--- src/rtl/scancode_key_decoder.sv ---
// PS/2 Set 2 scancode parser: tracks break/extended prefixes and shift state,
// maps make codes to ASCII and queues them in a show-ahead FIFO.
module scancode_key_decoder #(
  parameter int unsigned FIFO_DEPTH   = 4,
  parameter int unsigned CASE_MODE    = 0,
  parameter int unsigned PASS_UNKNOWN = 1
) (
  input  logic       clk,
  input  logic       rst,
  input  logic [7:0] scan_code,
  input  logic       scan_valid,
  output logic [7:0] ascii_code,
  output logic       ascii_valid,
  input  logic       ascii_ready,
  output logic       fifo_full,
  output logic       overflow,
  output logic       shift_held
);
  localparam int unsigned AW = (FIFO_DEPTH > 1) ? $clog2(FIFO_DEPTH) : 1;
  localparam int unsigned CW = $clog2(FIFO_DEPTH) + 1;

  typedef enum logic [1:0] {ST_IDLE, ST_BRK, ST_EXT, ST_EXT_BRK} state_t;

  state_t        r_state;
  logic          r_shift;
  logic          r_overflow;
  logic [7:0]    r_mem [FIFO_DEPTH];
  logic [AW-1:0] r_wr_ptr;
  logic [AW-1:0] r_rd_ptr;
  logic [CW-1:0] r_count;

  logic       w_letter;
  logic [4:0] w_idx;
  logic       w_known;
  logic [7:0] w_char;
  logic       w_is_shift;
  logic       w_push;
  logic [7:0] w_push_data;
  logic       w_full;
  logic       w_empty;
  logic       w_pop;
  logic       w_do_push;

  always_comb begin
    w_letter = 1'b1;
    w_idx    = '0;
    case (scan_code)
      8'h1C: w_idx = 5'd0;   8'h32: w_idx = 5'd1;   8'h21: w_idx = 5'd2;
      8'h23: w_idx = 5'd3;   8'h24: w_idx = 5'd4;   8'h2B: w_idx = 5'd5;
      8'h34: w_idx = 5'd6;   8'h33: w_idx = 5'd7;   8'h43: w_idx = 5'd8;
      8'h3B: w_idx = 5'd9;   8'h42: w_idx = 5'd10;  8'h4B: w_idx = 5'd11;
      8'h3A: w_idx = 5'd12;  8'h31: w_idx = 5'd13;  8'h44: w_idx = 5'd14;
      8'h4D: w_idx = 5'd15;  8'h15: w_idx = 5'd16;  8'h2D: w_idx = 5'd17;
      8'h1B: w_idx = 5'd18;  8'h2C: w_idx = 5'd19;  8'h3C: w_idx = 5'd20;
      8'h2A: w_idx = 5'd21;  8'h1D: w_idx = 5'd22;  8'h22: w_idx = 5'd23;
      8'h35: w_idx = 5'd24;  8'h1A: w_idx = 5'd25;
      default: w_letter = 1'b0;
    endcase
  end

  always_comb begin
    w_known = 1'b1;
    w_char  = '0;
    case (scan_code)
      8'h45: w_char = 8'h30;  8'h16: w_char = 8'h31;  8'h1E: w_char = 8'h32;
      8'h26: w_char = 8'h33;  8'h25: w_char = 8'h34;  8'h2E: w_char = 8'h35;
      8'h36: w_char = 8'h36;  8'h3D: w_char = 8'h37;  8'h3E: w_char = 8'h38;
      8'h46: w_char = 8'h39;
      8'h5A: w_char = 8'h0D;  8'h29: w_char = 8'h20;  8'h66: w_char = 8'h08;
      default: begin
        w_known = w_letter;
        w_char  = (CASE_MODE == 0 || r_shift) ? 8'h41 + {3'b000, w_idx}
                                              : 8'h61 + {3'b000, w_idx};
      end
    endcase
  end

  always_comb begin
    w_push      = 1'b0;
    w_push_data = w_char;
    w_is_shift  = (scan_code == 8'h12) || (scan_code == 8'h59);
    if (scan_valid) begin
      case (r_state)
        ST_IDLE: begin
          if (scan_code != 8'hF0 && scan_code != 8'hE0 && !w_is_shift) begin
            if (w_known) begin
              w_push = 1'b1;
            end else if (PASS_UNKNOWN != 0) begin
              w_push      = 1'b1;
              w_push_data = scan_code;
            end
          end
        end
        ST_EXT: begin
          if (scan_code == 8'h5A) begin
            w_push      = 1'b1;
            w_push_data = 8'h0D;
          end
        end
        default: ;
      endcase
    end
  end

  always_ff @(posedge clk or posedge rst) begin
    if (rst) begin
      r_state <= ST_IDLE;
      r_shift <= 1'b0;
    end else if (scan_valid) begin
      case (r_state)
        ST_IDLE: begin
          if (scan_code == 8'hF0)      r_state <= ST_BRK;
          else if (scan_code == 8'hE0) r_state <= ST_EXT;
          else if (w_is_shift)         r_shift <= 1'b1;
        end
        ST_BRK: begin
          if (w_is_shift) r_shift <= 1'b0;
          r_state <= ST_IDLE;
        end
        ST_EXT:     r_state <= (scan_code == 8'hF0) ? ST_EXT_BRK : ST_IDLE;
        ST_EXT_BRK: r_state <= ST_IDLE;
        default:    r_state <= ST_IDLE;
      endcase
    end
  end

  // A full FIFO still accepts a push when the head is popped in the same cycle.
  assign w_empty   = (r_count == '0);
  assign w_full    = (r_count == CW'(FIFO_DEPTH));
  assign w_pop     = !w_empty && ascii_ready;
  assign w_do_push = w_push && (!w_full || w_pop);

  always_ff @(posedge clk) begin
    if (w_do_push) r_mem[r_wr_ptr] <= w_push_data;
  end

  always_ff @(posedge clk or posedge rst) begin
    if (rst) begin
      r_wr_ptr   <= '0;
      r_rd_ptr   <= '0;
      r_count    <= '0;
      r_overflow <= 1'b0;
    end else begin
      r_overflow <= w_push && w_full && !w_pop;
      if (w_do_push) r_wr_ptr <= r_wr_ptr + AW'(1);
      if (w_pop)     r_rd_ptr <= r_rd_ptr + AW'(1);
      if (w_do_push && !w_pop)      r_count <= r_count + CW'(1);
      else if (!w_do_push && w_pop) r_count <= r_count - CW'(1);
    end
  end

  assign ascii_code  = w_empty ? 8'h00 : r_mem[r_rd_ptr];
  assign ascii_valid = !w_empty;
  assign fifo_full   = w_full;
  assign overflow    = r_overflow;
  assign shift_held  = r_shift;

endmodule
--- config.mk ---
export PLATFORM = sky130hd
export DESIGN_NAME = scancode_key_decoder
export DESIGN_NICKNAME = d
export VERILOG_FILES = /design/src/rtl/scancode_key_decoder.sv
export SDC_FILE = /design/constraint.sdc
export NUM_CORES = 1
export LEC_CHECK = 0
export BUFFER_PORTS_ARGS = -buffer_cell sky130_fd_sc_hd__buf_2
export CELL_PAD_IN_SITES_DETAIL_PLACEMENT = 1
export CELL_PAD_IN_SITES_GLOBAL_PLACEMENT = 1
export CORE_UTILIZATION = 35
export CTS_CLUSTER_SIZE = 8
export DETAILED_ROUTE_END_ITERATION = 6
export HOLD_SLACK_MARGIN = 0.02
export PLACE_DENSITY_LB_ADDON = 0.1
export SETUP_SLACK_MARGIN = 0.3
export SKIP_LAST_GASP = 1
export SLEW_MARGIN = 25
export SYNTH_ARGS = -nofsm -noshare
export SYNTH_HDL_FRONTEND = slang
export SYNTH_SLANG_ARGS = --single-unit
--- constraint.sdc ---
create_clock -name clk -period 3.29 [get_ports clk]
set_input_delay 0 -clock clk [delete_from_list [all_inputs] [get_ports clk]]
set_output_delay 0 -clock clk [all_outputs]
set_load 0.05 [all_outputs]
# Word level (Yosys, flattened, before mapping)

Memories as Yosys holds them, arrays and structs flattened.
Cells that the tools add are included.

Bits in registers: 11
RAM bits: 32
Input port bits: 12
Output and inout bits: 12
Logic and storage cells: 117
Memories kept: 1

Add/sub/neg operators: 5
Eq/ne operators: 54
Muxes and demuxes: 27
Reductions and logical operators: 24

Memory list:

| name  | words | width | read ports | clocked after Yosys merged registers in | wr ports | RTL line | source |
|---|---|---|---|---|---|---|---|
| r_mem | 4     | 8     | 1          | 0                                       | 1        | 27       | `logic [7:0] r_mem [FIFO_DEPTH];` |

Operators by type and width:

| kind                                                 | number |
|---|---|
| equality test 8 x 6 -> 1 bit (second input constant) | 23 |
| one-hot mux 5 bit (25 select lines)                  | 1 |
| one-hot mux 8 bit (13 select lines)                  | 1 |
| equality test 8 x 7 -> 1 bit (second input constant) | 10 |
| equality test 8 x 5 -> 1 bit (second input constant) | 8 |
| two-way mux 8 bit                                    | 5 |
| OR reduction 26 bit                                  | 1 |
| equality test 8 bit (second input constant)          | 2 |
| inequality test 8 bit (second input constant)        | 2 |
| one-hot mux 8 bit (2 select lines)                   | 1 |
| OR reduction 13 bit                                  | 1 |
| two-way mux 1 bit                                    | 11 |
| adder 7 x 5 -> 8 bit (first input constant)          | 1 |
| logical AND 1 bit                                    | 8 |
| inequality test 2 bit (second input constant)        | 4 |
| two-way mux 2 bit                                    | 3 |
| two-way mux 3 bit                                    | 2 |
| one-hot mux 2 bit (3 select lines)                   | 1 |
| AND reduction 6 bit                                  | 1 |
| zero test 1 bit                                      | 5 |
| adder 2 x 1 -> 2 bit (second input constant)         | 2 |
| equality test 2 bit (second input constant)          | 2 |
| one-hot mux 1 bit (2 select lines)                   | 2 |
| nonzero test 2 bit                                   | 2 |
| other kinds (10)                                     | 11 |

# Depth between registers and ports, before layout

Gate-level depths: netlist of run 1.

Depth in word-level cells: 12
Mapped depth: 13

# Worst setup path after synthesis of run 1

Ideal clock, no wire load.

Path type: in2reg
Start: input scan_code[5]
End: register r_count[1]
Library setup time: 125 ps
Arrival time: 2311 ps
Required time: 3165 ps
Slack: 854 ps
Stages: 11
Path through: buf_6 nor4b_1 a32oi_1 o211ai_1 a211o_1 o21bai_4 inv_1 ha_1 inv_1 fa_1 mux2_2

Longest elaborated chain between the ends: 11
Elaborated cells between the ends (all ways): 19
Classes of those cells: eq/ne: 5; mux: 5; reduce/logical: 9

RTL lines:

| element                                                                             | RTL line | source |
|---|---|---|
| start: declaration                                                                  | 10       | `input logic [7:0] scan_code,` |
| equality test 8 x 5 -> 1 bit / equality test 8 x 7 -> 1 bit (equally long branches) | 81       | `w_is_shift = (scan_code == 8'h12) \|\| (scan_code == 8'h59);` |
| logical OR 1 bit                                                                    | 81       |  |
| zero test 1 bit                                                                     | 85       | `if (scan_code != 8'hF0 && scan_code != 8'hE0 && !w_is_shift) begin` |
| logical AND 1 bit                                                                   | 85       |  |
| two-way mux 1 bit                                                                   | 85       |  |
| one-hot mux 1 bit (2 select lines) *                                                | 83       | `case (r_state)` |
| two-way mux 1 bit *                                                                 | 82       | `if (scan_valid) begin` |
| logical AND 1 bit *                                                                 | 131      | `assign w_do_push = w_push && (!w_full \|\| w_pop);` |
| net w_do_push                                                                       | 42       | `logic w_do_push;` |
| zero test 1 bit                                                                     | 148      | `else if (!w_do_push && w_pop) r_count <= r_count - CW'(1);` |
| logical AND 1 bit                                                                   | 148      |  |
| nonzero test 2 bit (no line)                                                        | --       |  |
| end signal: assignment                                                              | 147      | `if (w_do_push && !w_pop) r_count <= r_count + CW'(1);` |
| end signal: assignment                                                              | 148      |  |
| end: declaration                                                                    | 30       | `logic [CW-1:0] r_count;` |

Mark *: on every way through the listed nets, which the timed path passes. The rest lies on a longest branch.
A chain may end at the register's enable or synchronous reset.

# Worst setup path after layout of run 1

Start: input scan_code[4]
End: register r_count[1]

The elaborated chain is that of the path after synthesis.

==> flow_metrics.env, run 1 <==
export IMPL_status="complete, no violations"
export IMPL_critPathArrivalTime_ns=2.73
export IMPL_route_detailed_drc=0
export IMPL_tns_ns=0
export IMPL_synth_distinct_cells=69
export IMPL_wire_per_inst_um=18.3
export IMPL_fmax_ghz=0.392
export IMPL_critPathLaunchType="primary input"
export IMPL_clock_sinks=43
export IMPL_drtPass1Iterations=4
export IMPL_avgSynthCellArea_sq_um=10.9
export IMPL_path_class="primary input to flip-flop"
export IMPL_synth_common_cells="32 x edfxtp_1, 19 x nor2_1, 18 x inv_1, 11 x dfrtp_1, 11 x nand2_1"
export IMPL_post_cts_buffers=0
export IMPL_fin_crit_ns=2.55
export IMPL_synth_area_leaders="edfxtp_1 33%, dfrtp_1 9.5%, mux4_2 6.2%"
export IMPL_clk_path_buf_depth=2
export IMPL_grt_pass1_vias=2187
export IMPL_cts_buffers=5
export IMPL_coreArea_sq_um=7850
export IMPL_num_vias=2191
export IMPL_grt_pass1_wl_um=11700
export IMPL_worst_slew_pin_slew_ns=0.600
export IMPL_initial_core_util=0.368
export IMPL_grt_usage=0.175
export IMPL_antenna_found_initial=0
export IMPL_cp_end_kind="flip-flop"
export IMPL_cts_max_level=2
export IMPL_drive_gt1_frac=0.229
export IMPL_fin_nets=310
export IMPL_hold_path_class="primary input to flip-flop"
export IMPL_ir_drop_mv=0.207
export IMPL_leakage_uw=0.00121
export IMPL_synth_edff_count=32
export IMPL_ios=24
export IMPL_power_density_nw_per_um2=665
export IMPL_path_clk_slew_ns=0.08
export IMPL_grt_overflow_total=0
export IMPL_routed_via_density=5.56
export IMPL_drt_first_iter_violations=101
export IMPL_place_ws_ns=0.418
export IMPL_die_w_um=92.9
export IMPL_cts_root_buf="clkbuf_8"
export IMPL_synth_largest_area_cell="edfxtp_1"
export IMPL_dpl_hpwl_um=5280
export IMPL_drt_antenna_violating_nets=0
export IMPL_cp_max_fo=31
export IMPL_cts_resized_gates=0
export IMPL_wirelength_um=7220
export IMPL_synth_most_common_cell="edfxtp_1"
export IMPL_ys_warn_count=0
export IMPL_maxCapViolations=0
export IMPL_yosys_area_top_type_share=0.333
export IMPL_fin_worst_skew_ns=0.00310
export IMPL_slew_headroom=0.600
export IMPL_syn_to_final_growth_pct=11.4
export IMPL_place_congestion=0.782
export IMPL_grt_max_degree=32
export IMPL_layout_setup_ws_ns=0.736
export IMPL_rsz0062_at_grt="no"
export IMPL_setup_viol=0
export IMPL_rows=32
export IMPL_period_share=0.776
export IMPL_ys_async_sr_fraction=0.256
export IMPL_synth_seq_cells=43
export IMPL_netlist_area_sq_um=2890
export IMPL_synthFlopType="edfxtp_1"
export IMPL_crit_required_ns=3.47
export IMPL_hold_viol=0
export IMPL_synthesis_nets=284
export IMPL_cts_tree="built"
export IMPL_dieArea_sq_um=8620
export IMPL_synth_cells=265
export IMPL_antenna_cells=0
export IMPL_clk_latency_ns=0.29
export IMPL_slew_viol_final=0
export IMPL_die_h_um=92.9
export IMPL_ys_seq_area_frac=0.428
export IMPL_io_buffers=23
## worst max-delay path, stage by stage
cell and delay [ns]:
buf_2 0.42, nor4bb_1 0.45, a32oi_1 0.26, o211ai_1 0.22, a211o_1 0.18, o21bai_4 0.17
inv_1 0.07, ha_1 0.21, inv_1 0.09, fa_1 0.40, mux2_2 0.26
## layout by cell type, fill, tap and decap left out, types with 6 or more instances in the layout
master,count
a21oi_1,8
nand2b_1,6
buf_4,11
dfrtp_1,11
nand3_1,7
nand2_1,11
inv_1,18
and2_1,10
edfxtp_1,32
nor2_1,19
ha_1,6
xnor2_1,6
o21ai_0,8
mux4_2,8
buf_2,23
nor2b_1,7
## routing by layer
metal  vias up  track usage  share of wire  routed length (um)
li1       1055            -              -                   -
met1      1090        0.232           0.46                3320
met2        39        0.311           0.51                3660
met3         7       0.0107          0.023                 163
met4         0       0.0423          0.011                  80
met5         -            0              0                   0
## power breakdown
part / switching (uW) / internal (uW) / total [uW]
logic: 609 / 357 / 966
clock network: 188 / 152 / 340
registers: 111 / 725 / 836
total: 908 / 1230 / 2140
## per-stage QoR
| step | hold slack, ns | instances | util | power [uW] | cell area (sq um) |
|---|---|---|---|---|---|
| finish | 0.214 | 394 | 0.410 | 2140 | 3220 |
| global route | 0.237 | 394 | 0.410 | 2280 | 3220 |
| CTS | 0.192 | 394 | 0.410 | 2170 | 3220 |
| detailed placement | 0.0188 | 383 | 0.394 | 1830 | 3100 |
| global placement | 0.0184 | 383 | 0.394 | 1820 | 3100 |
| floorplan | -0.148 | 265 | - | 1600 | 2890 |
## worst paths after layout
| kind | start | endpoint | slack [ns] | cells after the start |
|---|---|---|---|---|
| max in group asynchronous | rst | r_rd_ptr[1] | 2.74 | 3 |
| setup / recovery | scan_code[4] | r_count[1] | 0.74 | 11 |
| hold / removal | scan_code[7] | r_state[0] | 0.21 | 3 |
| hold reg to reg | r_count[2] | r_count[2] | 0.50 | 1 |
| setup reg to reg | r_state[1] | r_count[2] | 0.87 | 11 |
| min in group asynchronous | rst | r_state[1] | 0.25 | 3 |
## area by class of cell
class / instances / area (sq um)
Fill cell: 903 / 4630
Inverter: 18 / 67.6
Sequential cell: 43 / 1240
Tap cell: 102 / 128
Clock buffer: 5 / 68.8
Timing Repair Buffer: 37 / 228
Clock inverter: 3 / 23.8
Multi-Input combinational cell: 186 / 1470
## registers in the layout, indices dropped and copies added (netlist names)
signal / flops
r_wr_ptr: 2
shift_held: 1
r_mem: 32
r_state: 2
r_rd_ptr: 2
overflow: 1
r_count: 3
## cell families (layout without fill, tap and decap cells)
group	count (synthesis)	after routing	synth area share
AO/OA/AOI/OAI	56	56	0.146
flip-flops	43	43	0.428
adder cells (fa/ha/maj)	7	7	0.0329
XOR/XNOR	10	10	0.0303
AND/OR/NAND/NOR	100	100	0.215
buffers and inverters	36	63	0.0645
multiplexers	13	13	0.0831
## what timing repair did
action                                 in CTS  in global routing
setup endpoints to repair                   0                  0
hold buffers                                3                  0
endpoints found under the hold margin      13                  0
(Power assumes the default switching activity.)
==> run 2: changes to the inputs <==
ABC_AREA = 1   (was unset)
clock period = 2.1 ns   (was 3.29 ns; I/O delays follow)
==> run 2 against run 1 <==
- sequential cell count unchanged
- synthesized cell count increased by 41%
- area after synthesis decreased by 1.4%
- worst hold slack got worse by 0.11 ns
- global-route usage increased by 2.6 points
- clock skew increased by 0.0095 ns
- critical path depth decreased by 3
- die area decreased by 1.4%
- critical path type is now flip-flop to flip-flop
==> flow_metrics.env, run 2 <==
export IMPL_drtPass1Iterations=4
export IMPL_coreArea_sq_um=7810
export IMPL_worst_hold_slack_ns=0.109
export IMPL_setup_viol=0
export IMPL_ir_drop_mv=0.314
export IMPL_synth_common_cells="87 x nand2_1, 74 x nor2_1, 32 x edfxtp_1, 28 x inv_1, 21 x o21ai_0"
export IMPL_synth_edff_count=32
export IMPL_wirelength_um=8070
export IMPL_slew_headroom=0.682
export IMPL_place_congestion=0.928
export IMPL_synth_cells=373
export IMPL_cts_buffers=5
export IMPL_leakage_uw=0.00172
export IMPL_grt_overflow_total=0
export IMPL_path_clk_slew_ns=0.08
export IMPL_grt_usage=0.201
export IMPL_die_w_um=92.2
export IMPL_p_sw_frac=0.467
export IMPL_synthesis_nets=392
export IMPL_yosys_area_top_type_share=0.337
export IMPL_fin_nets=465
export IMPL_critPathLaunchType="flip-flop"
export IMPL_avgSynthCellArea_sq_um=7.64
export IMPL_ys_async_sr_fraction=0.256
export IMPL_cts_max_level=2
export IMPL_top_regs="r_mem (32), r_count (3)"
export IMPL_fmax_ghz=0.510
export IMPL_fin_crit_ns=1.96
export IMPL_period_share=0.933
export IMPL_path_class="flip-flop to flip-flop"
export IMPL_internal_power_uw=1960
export IMPL_synth_distinct_cells=38
export IMPL_clk_path_buf_depth=2
export IMPL_worst_r2r_cell_count=8
export IMPL_status="complete, no violations"
export IMPL_ys_seq_area_frac=0.434
export IMPL_initial_core_util=0.365
export IMPL_p_clk_frac=0.138
export IMPL_place_ws_ns=-0.0792
export IMPL_hold_viol=0
export IMPL_drive_gt1_frac=0.345
export IMPL_slew_viol_final=0
export IMPL_clk_latency_ns=0.29
export IMPL_route_detailed_drc=0
export IMPL_synth_largest_area_cell="edfxtp_1"
export IMPL_tns_ns=0
export IMPL_synthFlopType="edfxtp_1"
export IMPL_cp_max_fo=3
export IMPL_whs_path_depth=3
export IMPL_regMostFlops="r_mem"
export IMPL_power_density_nw_per_um2=984
export IMPL_rsz0062_at_grt="yes"
export IMPL_syn_to_final_growth_pct=30.8
export IMPL_r2r_setup_slack_ns=0.14
export IMPL_netlist_area_sq_um=2850
export IMPL_ys_warn_count=0
export IMPL_crit_required_ns=2.29
export IMPL_antenna_cells=0
export IMPL_grt_max_degree=17
export IMPL_grt_pass1_vias=2762
export IMPL_rows=32
export IMPL_ios=24
export IMPL_grt_pass1_wl_um=13300
export IMPL_pwr_share_seq=0.349
export IMPL_maxCapViolations=0
export IMPL_dieArea_sq_um=8500
export IMPL_io_buffers=23
export IMPL_die_h_um=92.2
export IMPL_largest_reg_flops=32
export IMPL_hold_path_class="primary input to flip-flop"
export IMPL_worst_slew_pin_slew_ns=0.477
export IMPL_synth_seq_cells=43
export IMPL_drt_first_iter_violations=91
export IMPL_mostFrequentLayoutCells="76 x nand2_1, 64 x nor2_1, 48 x buf_4, 32 x edfxtp_1, 24 x inv_1"
export IMPL_synth_area_leaders="edfxtp_1 34%, nand2_1 11%, nor2_1 9.7%"
export IMPL_layout_setup_ws_ns=0.140
export IMPL_power_net_switching_uw=1710
export IMPL_num_vias=2699
export IMPL_clock_sinks=43
export IMPL_mostFrequentLayoutCell="nand2_1"
export IMPL_cts_tree="built"
export IMPL_wire_per_inst_um=14.7
export IMPL_fin_worst_skew_ns=0.0126
export IMPL_cts_root_buf="clkbuf_8"
export IMPL_dpl_hpwl_um=6430
export IMPL_cp_end_kind="flip-flop"
export IMPL_routed_via_density=4.92
export IMPL_drt_antenna_violating_nets=0
export IMPL_p_comb_frac=0.513
export IMPL_synth_most_common_cell="nand2_1"
export IMPL_antenna_found_initial=0
export IMPL_critPathArrivalTime_ns=2.15
-- run 2: area by class of cell --
cell class	instances	area, sq um
well taps	102	128
multi-input cells	285	1600
flip-flops and latches	43	1240
repair buffers	73	529
inverters	38	154
clock inverters	2	12.5
fillers	996	4080
clock buffers	6	72.6
-- run 2: cell families (layout without fill, tap and decap cells) --
logic type               Yosys count  after routing  share of synthesized area
XOR/XNOR                           6              6                     0.0184
buffers and inverters             45            119                     0.0650
flip-flops                        43             43                      0.434
multiplexers                       1              1                    0.00395
AND/OR/NAND/NOR                  225            225                      0.354
AO/OA/AOI/OAI                     46             46                     0.0909
adder cells (fa/ha/maj)            7              7                     0.0334
-- run 2: timing repair --
| item | in CTS | in global routing |
|---|---|---|
| endpoints found under the hold margin | 14 | 0 |
| endpoints found under the setup margin | 43 | 70 |
| setup buffers | 4 | 6 |
| gates resized for setup | 5 | 48 |
| hold buffers | 4 | 0 |
| pin swaps | 6 | 14 |
-- run 2: metrics by stage --
stage               utilization  area, sq um  instances  power [uW]
finish                    0.477         3730        549        3670
global route              0.477         3730        549        3940
CTS                       0.453         3540        543        3650
detailed placement        0.432         3370        527        3120
global placement          0.432         3370        527        3080
floorplan                     -         2900        373        2640
-- run 2: final timing paths --
path / startpoint / to
max: r_state[0] / r_count[1]
min reg2reg: r_wr_ptr[0] / r_wr_ptr[0]
max in group asynchronous: rst / r_state[0]
max reg2reg: r_state[0] / r_count[1]
min: scan_valid / shift_held
min in group asynchronous: rst / overflow
-- run 2: layer usage --
| layer | part of all wire | GRT usage | vias to the layer above | wire length [um] |
|---|---|---|---|---|
| met5 | 0 | 0 | - | 0 |
| met4 | 0.0082 | 0.0495 | 0 | 66 |
| met3 | 0.017 | 0.0224 | 7 | 138 |
| met2 | 0.52 | 0.374 | 34 | 4220 |
| met1 | 0.45 | 0.245 | 1289 | 3640 |
| li1 | - | - | 1369 | - |
-- run 2: worst max-delay path: stages, from the launching register on --
cell	delay, ns
dfrtp_1	0.42
nor2_2	0.15
nand2_2	0.08
o21a_1	0.20
nor2_2	0.11
ha_2	0.18
inv_2	0.04
fa_2	0.40
mux2_2	0.26
-- run 2: power by group through the flow --
| stage | registers, uW | clock network [uW] | logic (uW) |
|---|---|---|---|
| after floorplan | 1260 | 0 | 1390 |
| after global placement | 1300 | 0 | 1780 |
| after detailed placement | 1300 | 0 | 1820 |
| after CTS | 1290 | 524 | 1840 |
| after global routing | 1310 | 556 | 2080 |
| final | 1280 | 506 | 1880 |
==> run 3: changes to the inputs <==
CTS_BUF_LIST = sky130_fd_sc_hd__clkbuf_8   (was unset)
==> run 3 against run 2 <==
- final cell count is the same
- via count is 0.15% lower
- register-to-register slack barely moved
- worst hold slack barely moved
- die area unchanged
- utilization is the same
- routed wire length fell by 0.20%
==> flow_metrics.env, run 3 (synthesized netlist as in run 2, its figures left out) <==
export IMPL_leakage_uw=0.00173
export IMPL_worst_slew_pin_slew_ns=0.477
export IMPL_top_regs="r_mem (32), r_count (3)"
export IMPL_crit_required_ns=2.29
export IMPL_critPathArrivalTime_ns=2.15
export IMPL_path_clk_slew_ns=0.08
export IMPL_p_comb_frac=0.514
export IMPL_ios=24
export IMPL_cts_max_level=2
export IMPL_ir_drop_mv=0.314
export IMPL_rsz0062_at_grt="yes"
export IMPL_hold_path_class="primary input to flip-flop"
export IMPL_wire_per_inst_um=14.7
export IMPL_p_clk_frac=0.136
export IMPL_drtPass1Iterations=4
export IMPL_coreArea_sq_um=7810
export IMPL_fin_worst_skew_ns=0.0135
export IMPL_io_buffers=23
export IMPL_cts_buffers=5
export IMPL_dpl_hpwl_um=6430
export IMPL_grt_usage=0.201
export IMPL_grt_pass1_wl_um=13300
export IMPL_fin_crit_ns=1.96
export IMPL_grt_pass1_vias=2762
export IMPL_clk_latency_ns=0.29
export IMPL_fin_util=0.477
export IMPL_regMostFlops="r_mem"
export IMPL_clock_sinks=43
export IMPL_syn_to_final_growth_pct=30.8
export IMPL_power_density_nw_per_um2=983
export IMPL_p_sw_frac=0.467
export IMPL_crit_chain="nor2_2 -> nand2_2 -> o21a_1 -> nor2_2 -> ha_2 -> inv_2 -> fa_2 -> mux2_2"
export IMPL_drt_first_iter_violations=92
export IMPL_status="complete, no violations"
export IMPL_setup_viol=0
export IMPL_drive_gt1_frac=0.345
export IMPL_fillers=996
export IMPL_mostFrequentLayoutCell="nand2_1"
export IMPL_period_share=0.933
export IMPL_crit_top_cell="nor2_2"
export IMPL_critical_path_slowest_cell="dfrtp_1"
export IMPL_grt_max_degree=17
export IMPL_internal_power_uw=1950
export IMPL_cts_tree="built"
export IMPL_fin_nets=465
export IMPL_maxCapViolations=0
export IMPL_grt_overflow_total=0
export IMPL_worst_path_largest_cell_delay_ns=0.42
export IMPL_wirelength_um=8050
export IMPL_fmax_ghz=0.510
export IMPL_rows=32
export IMPL_antenna_cells=0
export IMPL_initial_core_util=0.365
export IMPL_cp_max_fo=3
export IMPL_hold_viol=0
export IMPL_cp_end_kind="flip-flop"
export IMPL_routed_via_density=4.91
export IMPL_place_congestion=0.928
export IMPL_slew_headroom=0.682
export IMPL_final_cells=549
export IMPL_largest_reg_flops=32
export IMPL_die_w_um=92.2
export IMPL_mostFrequentLayoutCells="76 x nand2_1, 64 x nor2_1, 48 x buf_4, 32 x edfxtp_1, 25 x inv_1"
export IMPL_slew_viol_final=0
export IMPL_critPathLaunchType="flip-flop"
export IMPL_whs_path_depth=3
export IMPL_die_h_um=92.2
export IMPL_drt_antenna_violating_nets=0
export IMPL_dieArea_sq_um=8500
export IMPL_cts_root_buf="clkbuf_8"
export IMPL_route_detailed_drc=0
export IMPL_power_net_switching_uw=1710
export IMPL_placed_cells=527
export IMPL_clk_path_buf_depth=2
export IMPL_path_class="flip-flop to flip-flop"
export IMPL_worst_r2r_cell_count=8
export IMPL_num_vias=2695
export IMPL_antenna_found_initial=0
export IMPL_pwr_share_seq=0.350
## run 3: cell type report
class / instances / area, sq um / share of cell area
multi-input combinational: 285 / 1600 / 0.428
sequential: 43 / 1240 / 0.332
timing repair buffer: 73 / 529 / 0.142
inverter: 38 / 154 / 0.0413
tap: 102 / 128 / 0.0342
clock buffer: 5 / 68.8 / 0.0185
clock inverter: 3 / 16.3 / 0.00436
## run 3: path summary, 6_finish.rpt
check | from | endpoint | slack [ns]
setup / recovery | r_state[0] | r_count[1] | 0.14
hold / removal | scan_valid | shift_held | 0.11
hold reg to reg | r_wr_ptr[0] | r_wr_ptr[0] | 0.55
max in group asynchronous | rst | r_state[0] | 1.50
min in group asynchronous | rst | overflow | 0.28
setup reg to reg | r_state[0] | r_count[1] | 0.14
## run 3: critical path: cells and delay by family (launching register included)
kind,cells,cell delay [ns]
AO/OA/AOI/OAI,1,0.20
adder cells (fa/ha/maj),2,0.58
buffers and inverters,1,0.04
flip-flops,1,0.42
multiplexers,1,0.26
AND/OR/NAND/NOR,3,0.34
## run 3: metal layers
metal | share of wire | routed length, um | global-route usage
met2 | 0.52 | 4210 | 0.374
met3 | 0.012 | 98 | 0.0224
met4 | 0.0082 | 66 | 0.0495
met5 | 0 | 0 | 0
met1 | 0.46 | 3670 | 0.245
## run 3: power groups by stage
stage	Clock [uW]	Combinational (uW)	Sequential (uW)
after global placement	0	1780	1300
after detailed placement	0	1820	1300
after global routing	551	2080	1310
final	499	1880	1280
after CTS	519	1840	1290
after floorplan	0	1390	1260
## run 3: per-stage QoR
step	hold slack [ns]	instance area, sq um	power [uW]	TNS, ns	worst slack (ns)
after global placement	0.0283	3370	3080	-0.230	-0.0473
after global routing	0.146	3730	3940	-0.0131	-0.0131
after detailed placement	0.0409	3370	3120	-0.504	-0.0792
after CTS	0.0947	3540	3650	0	0.139
after floorplan	-0.148	2900	2640	-0.170	-0.103
final	0.109	3730	3660	0	0.140
## run 3: what timing repair did
action	CTS	global route
hold buffers	4	0
hold endpoints to repair	14	0
endpoints found under the setup margin	43	70
gates resized for setup	5	48
setup buffers	4	6
pin swaps	6	14
